==> src/rtl/serial_pkg.sv <==
// Shared definitions for the single-bit serial link (transmitter and receiver).
// State encodings are plain constants so older tools and the receiver can share them.
package serial_pkg;

    typedef logic [2:0] state_t;

    localparam state_t ST_IDLE   = 3'd0;
    localparam state_t ST_START  = 3'd1;
    localparam state_t ST_DATA   = 3'd2;
    localparam state_t ST_PARITY = 3'd3;
    localparam state_t ST_STOP   = 3'd4;

    localparam logic LINE_IDLE = 1'b1;
    localparam logic START_BIT = 1'b0;

    // Seed XORed into the data reduction to form the parity bit.
    localparam logic PAR_EVEN = 1'b0;
    localparam logic PAR_ODD  = 1'b1;

endpackage

==> src/rtl/bit_timer.sv <==
// Per-bit cycle counter: counts 0..CLKS_PER_BIT-1, wraps, and ticks on the last cycle of a bit.
module bit_timer #(
    parameter int unsigned CLKS_PER_BIT = 4
) (
    input  logic clk,
    input  logic reset,
    input  logic clear,
    output logic tick
);

    localparam int unsigned CW = (CLKS_PER_BIT > 1) ? $clog2(CLKS_PER_BIT) : 1;
    localparam logic [CW-1:0] LAST = CW'(CLKS_PER_BIT - 1);

    logic [CW-1:0] count;

    assign tick = !clear && (count == LAST);

    always_ff @(posedge clk or posedge reset) begin
        if (reset) begin
            count <= '0;
        end else if (clear || tick) begin
            count <= '0;
        end else begin
            count <= count + CW'(1);
        end
    end

endmodule

==> src/rtl/serial_tx.sv <==
// Framed serial transmitter: start bit, WIDTH data bits LSB first, optional parity, stop bit(s).
// Accepts one word per frame on a valid/ready handshake; the line idles high.
module serial_tx
    import serial_pkg::*;
#(
    parameter int unsigned WIDTH        = 8,
    parameter int unsigned CLKS_PER_BIT = 4,
    parameter int unsigned PARITY_EN    = 0,
    parameter int unsigned PARITY_ODD   = 0,
    parameter int unsigned STOP_BITS    = 1
) (
    input  logic             clk,
    input  logic             reset,
    input  logic [WIDTH-1:0] in_data,
    input  logic             in_valid,
    output logic             in_ready,
    output logic             tx_out,
    output logic             busy,
    output logic             done
);

    localparam int unsigned BW = $clog2(WIDTH + 1);
    localparam logic [BW-1:0] LAST_DATA = BW'(WIDTH);
    localparam logic [BW-1:0] LAST_STOP = BW'(STOP_BITS - 1);
    localparam logic PAR_INIT = (PARITY_ODD != 0) ? PAR_ODD : PAR_EVEN;

    state_t           state;
    logic [WIDTH-1:0] shreg;
    logic [BW-1:0]    bit_cnt;
    logic             par_bit;
    logic             tick;

    assign in_ready = (state == ST_IDLE);
    assign busy     = (state != ST_IDLE);

    // Timer is held at zero while idle so the start bit gets a full bit period from accept.
    bit_timer #(
        .CLKS_PER_BIT(CLKS_PER_BIT)
    ) u_timer (
        .clk  (clk),
        .reset(reset),
        .clear(in_ready),
        .tick (tick)
    );

    always_ff @(posedge clk or posedge reset) begin
        if (reset) begin
            state   <= ST_IDLE;
            tx_out  <= LINE_IDLE;
            done    <= 1'b0;
            shreg   <= '0;
            bit_cnt <= '0;
            par_bit <= 1'b0;
        end else begin
            done <= 1'b0;
            case (state)
                ST_IDLE: begin
                    if (in_valid) begin
                        state   <= ST_START;
                        shreg   <= in_data;
                        par_bit <= (^in_data) ^ PAR_INIT;
                        tx_out  <= START_BIT;
                        bit_cnt <= '0;
                    end
                end
                ST_START: begin
                    if (tick) begin
                        state   <= ST_DATA;
                        tx_out  <= shreg[0];
                        shreg   <= shreg >> 1;
                        bit_cnt <= BW'(1);
                    end
                end
                ST_DATA: begin
                    // bit_cnt holds the number of data bits already placed on the line.
                    if (tick) begin
                        if (bit_cnt == LAST_DATA) begin
                            bit_cnt <= '0;
                            if (PARITY_EN != 0) begin
                                state  <= ST_PARITY;
                                tx_out <= par_bit;
                            end else begin
                                state  <= ST_STOP;
                                tx_out <= LINE_IDLE;
                            end
                        end else begin
                            tx_out  <= shreg[0];
                            shreg   <= shreg >> 1;
                            bit_cnt <= bit_cnt + BW'(1);
                        end
                    end
                end
                ST_PARITY: begin
                    if (tick) begin
                        state   <= ST_STOP;
                        tx_out  <= LINE_IDLE;
                        bit_cnt <= '0;
                    end
                end
                ST_STOP: begin
                    if (tick) begin
                        if (bit_cnt == LAST_STOP) begin
                            state <= ST_IDLE;
                            done  <= 1'b1;
                        end else begin
                            bit_cnt <= bit_cnt + BW'(1);
                        end
                    end
                end
                default: begin
                    state  <= ST_IDLE;
                    tx_out <= LINE_IDLE;
                end
            endcase
        end
    end

endmodule

==> config.mk <==
export PLATFORM = sky130hd
export DESIGN_NAME = serial_tx
export DESIGN_NICKNAME = d
export VERILOG_FILES = /design/src/rtl/serial_pkg.sv /design/src/rtl/bit_timer.sv /design/src/rtl/serial_tx.sv
export SDC_FILE = /design/constraint.sdc
export NUM_CORES = 1
export LEC_CHECK = 0
export CAP_MARGIN = 30
export CELL_PAD_IN_SITES_DETAIL_PLACEMENT = 1
export CELL_PAD_IN_SITES_GLOBAL_PLACEMENT = 1
export CORE_ASPECT_RATIO = 0.8
export CORE_MARGIN = 2
export CORE_UTILIZATION = 26
export CTS_CLUSTER_DIAMETER = 200
export DETAILED_ROUTE_END_ITERATION = 7
export GPL_ROUTABILITY_DRIVEN = 0
export HOLD_SLACK_MARGIN = 0.06
export PLACE_DENSITY_LB_ADDON = 0.05
export SLEW_MARGIN = 5
export SYNTH_ARGS = -nofsm -noshare
export SYNTH_HDL_FRONTEND = slang
export SYNTH_HIERARCHICAL = 1
export SYNTH_SLANG_ARGS = --single-unit
==> constraint.sdc <==
create_clock -name clk -period 4.8 [get_ports clk]
set_input_delay 0.96 -clock clk [delete_from_list [all_inputs] [get_ports clk]]
set_output_delay 0.96 -clock clk [all_outputs]
set_load 0.05 [all_outputs]
* Yosys cells after proc, flatten, opt, wreduce, memory -nomap -nowiden
Cells that the tools add are included.
Word-level totals: word-level logic and storage cells 67, input bits 11, output and inout port bits 4, flip-flop bits (word level) 19
Operators by class: bitwise operators 1, reduce and logical (&&, ||, !) cells 12, multiplexer cells 31, add/sub/neg operators 2, eq/ne operators 15
Operator list (number):
- $mux 8 | 4
- $mux 4 | 7
- $pmux 8 s3 | 1
- $mux 3 | 7
- $pmux 4 s5 | 1
- $pmux 3 s5 | 1
- $reduce_and 7->1 | 2
- $ne 2x2->1 const B | 5
- $reduce_and 5->1 | 2
- $mux 1 | 8
- $ne 2x1->1 const B | 4
- $eq 3x2->1 const B | 2
- $reduce_bool 3->1 | 2
- $pmux 1 s5 | 1
- $reduce_bool 5->1 | 1
- $add 4x1->4 const B | 1
- $eq 4x4->1 const B | 1
- $logic_not 4->1 | 1
- $eq 3x1->1 const B | 1
- $eq 3x3->1 const B | 1
- $logic_not 3->1 | 1
- $add 2x1->2 const B | 1
- $eq 2x2->1 const B | 1
- $mux 2 | 1
- other kinds (4) | 4

* Depth between registers and ports, before layout
depth after elaboration 5, depth in mapped cells 10, depth with buffers taken out 7

* Hierarchy
Netlist, hierarchy kept.
By module, submodules not included:
- serial_tx | area each 1006.0 um^2, cells each 102, seq. area each 426.7 um^2, instances 1
- bit_timer | area each 90.1 um^2, cells each 7, seq. area each 50.0 um^2, instances 1

* Worst setup path after synthesis
OpenSTA, ideal clock, no wires.
path type reg2reg, from reg state[0], to reg bit_cnt[0], period minus slack after synthesis 2.781 ns, required time 4.673 ns, path buffers 2, path slack 2.019 ns, stages on the path, launching flop included 10, library setup time 0.127 ns, arrival time 2.653 ns, cell sequence dfrtp_1 > buf_2 > or3_1 > inv_1 > nor2b_1 > clkbuf_1 > o21ai_0 > a21oi_1 > or2_4 > mux2_1
Between the ends: cells in the longest elaborated chain, start to end 5, elaborated cells between the ends (all ways) 16, classes of those cells eq/ne (10); mux (1); reduce/logical (5)
Ends and longest elaborated chain:
- start, declared | RTL line serial_tx.sv:27 | state_t state;
- start signal, assigned | RTL line serial_tx.sv:48 | state <= ST_IDLE;
- start signal, assigned | RTL line serial_tx.sv:59 | state <= ST_START;
- start signal, assigned | RTL line serial_tx.sv:68 | state <= ST_DATA;
- $logic_not 3->1 * | RTL line serial_tx.sv:33 | assign in_ready = (state == ST_IDLE);
- named net in_ready | RTL line serial_tx.sv:16 | output logic in_ready,
- $logic_not 1->1 * | RTL line bit_timer.sv:16 | assign tick = !clear && (count == LAST);
- $logic_and 1x1->1 * | RTL line bit_timer.sv:16
- named net tick | RTL line serial_tx.sv:31 | logic tick;
- $ne 2x1->1 (no line)
- $reduce_and 7->1 (no line) *
- end signal, assigned | RTL line serial_tx.sv:89 | bit_cnt <= bit_cnt + BW'(1);
- end signal, assigned | RTL line serial_tx.sv:106 | bit_cnt <= bit_cnt + BW'(1);
- end, declared | RTL line serial_tx.sv:29 | logic [BW-1:0] bit_cnt;
Mark *: on every way through the listed nets, which the timed path passes. The rest lies on a longest branch. A chain may end at the register's enable or synchronous reset.

* Worst setup path after layout
from reg state[2], to out in_ready
Between the ends: cells in the longest elaborated chain, start to end 1
Ends and longest elaborated chain (RTL line):
- $logic_not 3->1 | serial_tx.sv:33
- end, declared | serial_tx.sv:16
No other way between the ends.

==> results by group <==
Timing
  • Period minus WS final: 3130 ps
  • Total negative slack: 0 ps
  • Unrepaired setup endpoints after global routing: false
  • Final Max Tran Viols: 0
  • Slew headroom: 53.2%
  • Fin Clk Skew: 11.1 ps
  • Final hold violation count: 0
  • # setup viols final: 0
  • Post-route clock period utilization: 65.2%
  • Final WS setup: 1670 ps
  • Highest Clock Rate: 0.319 GHz
  • Slew @ Worst Pin: 702 ps

Floorplanning
  • Chip Height: 62.1 um
  • Ports: 15
  • Die Area: 0.00475 mm^2
  • Die width: 76.6 um
  • Initial Utilization: 26.6%
  • Core Region: 0.00413 mm^2
  • FP Rows: 21

Global route
  • M3 GR Usage: 3.76%
  • Initial antenna violation count: 0
  • GRT Total Usage: 11.4%
  • GRT overflow: 0
  • Top Usage Layer GRT: met2
  • Met1 Resource Use GR: 14.7%
  • Vias in the first global route: 852
  • Global-route wire length before repair: 4.13 mm
  • Largest net degree at the start of global routing: 18
  • Grt met2 use: 18.7%

Worst setup path
  • CP max stage cell: clkdlybuf4s50_1
  • Crit end category: primary output
  • Crit-path cells: or3_1 > inv_1 > clkdlybuf4s50_1
  • CP Class: reg2out
  • Worst Path Arrival: 2170 ps
  • Delay-heaviest family, CP: buffers and inverters
  • CP Buf/Inv Count: 2
  • CP Max Fanout: 12
  • Critical path required time: 3840 ps
  • Crit path depth: 3
  • Crit start category: flip-flop
  • Max incr delay on CP: 820 ps
  • Worst-case reg-to-reg path depth: 7

Place
  • Pre-CTS setup slack: 1950 ps
  • Buffers on Ports: 14
  • Post-DP HPWL: 1.77 mm

Logic synthesis
  • Ys flop type: dfrtp_1
  • Synth top area cells: dfrtp_1, mux2i_1, a21oi_1
  • Area share of the largest cell type after synthesis: 41.1%
  • Synthesized area: 0.00110 mm^2
  • Distinct cells, synth: 38
  • Cell taking the most area after synthesis: dfrtp_1
  • Synth Warn #: 6
  • Ys async rst share: 100%
  • EDFF count, synth: 0
  • Syn Nets: 123
  • Mean Syn Cell Area: 10.1 um^2
  • Register area share after synthesis: 43.5%
  • FF+latch count, synth: 19
  • Post-Syn Instances: 109

Finish
  • Leading cell type in the layout, fill and taps excluded: dfrtp_1
  • Most frequent cells in the layout: dfrtp_1, clkdlybuf4s50_1, nor2_1
  • Fin nets: 137
  • Ant. Diodes: 0
  • Synth-to-layout area growth: 20.7%
  • Layout cells sized above 1: 9.02%

Clock network
  • CTS tree: yes
  • CTS Hold Bufs: 0
  • Post-CTS Setup Bufs: 0
  • Clk slew on worst S/H paths: 80 ps
  • CTS Root Cell: clkbuf_8
  • CTS resizes: 0
  • Num CTS Buffers: 3
  • H-tree lvl count: 1
  • Longest Clk Path Bufs: 2
  • Clock latency on the worst-skew pair: 260 ps
  • Sink Count: 19

Power and ir drop
  • Pwr/cell area: 577 mW/mm^2
  • Peak supply drop: 0.000230 V
  • Lkg Pwr: 0.549 nW

Drt
  • DR vias: 844
  • DRT Pass-1 Iters: 3
  • DRT Wirelength: 2.41 mm
  • # DRC: 0
  • Antenna Nets Post-Route: 0
  • Routed via count divided by cell count: 4.72
  • DRT iter0 DRCs: 24
  • DR WL/cell: 13.5 um

Status
  • Status: finished clean

Run
  • Max-cap viol count: 0

Hold path
  • HP Class: reg2reg
  • Hold Path Cell Cnt: 1
==> registers in the layout, summed over array words and instances (netlist names) <==
| name | cells |
|---|---|
| shreg | 8 |
| bit_cnt | 4 |
| state | 3 |
| u_timer/count | 2 |
| done | 1 |
| tx_out | 1 |
==> cell usage after synthesis (2+ instances only) <==
cell type	count
a21oi_1	10
buf_2	3
dfrtp_1	18
ha_1	3
inv_1	7
mux2i_1	8
nand2b_1	4
nand3_1	2
nand3b_1	3
nor2_1	12
nor2b_1	2
nor3_1	2
nor3b_2	2
o211ai_1	3
o21ai_0	6
o22ai_1	2
==> layer usage <==
layer	vias to the layer above	share of wire (%)
li1	412	-
met1	415	51
met2	12	44
met3	5	4.6
met4	0	1.1
met5	-	0
==> logic make-up after synthesis <==
| logic type | after synthesis | share of synthesized area, % |
|---|---|---|
| flip-flops | 19 | 43.5 |
| AND/OR/NAND/NOR | 35 | 19.3 |
| adder cells (fa/ha/maj) | 3 | 3.43 |
| multiplexers | 9 | 8.33 |
| buffers and inverters | 12 | 5.14 |
| AO/OA/AOI/OAI | 31 | 20.3 |
==> cell type report <==
class / count / area [um^2]
repair buffers: 14 / 140
multi-input cells: 78 / 563
well taps: 57 / 71.3
fillers: 479 / 2800
clock buffers: 4 / 45.0
flip-flops and latches: 19 / 477
inverters: 7 / 26.3
==> stage by stage <==
stage | cell area, um^2 | cells | hold WS (ps) | power (mW) | util (%)
floorplan | 1100 | 109 | 419 | 0.577 | -
global route | 1320 | 179 | 489 | 0.830 | 32.1
detailed placement | 1280 | 175 | 464 | 0.660 | 31.0
CTS | 1320 | 179 | 475 | 0.780 | 32.1
finish | 1320 | 179 | 462 | 0.763 | 32.1
global placement | 1280 | 175 | 445 | 0.653 | 31.0
==> power breakdown <==
part	internal, mW	switching [mW]	leakage [nW]	total (mW)
Clock	0.0591	0.0562	0.0228	0.115
Sequential	0.219	0.0591	0.231	0.278
Combinational	0.166	0.204	0.296	0.369
==> final timing paths <==
| path | startpoint | to | slack (ps) |
|---|---|---|---|
| max | state[2] | in_ready | 1670 |
| min | u_timer/count[0] | u_timer/count[0] | 460 |
| max reg2reg | state[0] | bit_cnt[0] | 2210 |
| min reg2reg | u_timer/count[0] | u_timer/count[0] | 460 |
| max in group asynchronous | reset | bit_cnt[2] | 3200 |
| min in group asynchronous | reset | u_timer/count[1] | 880 |
No activity file was read; power rests on OpenSTA's default activity.
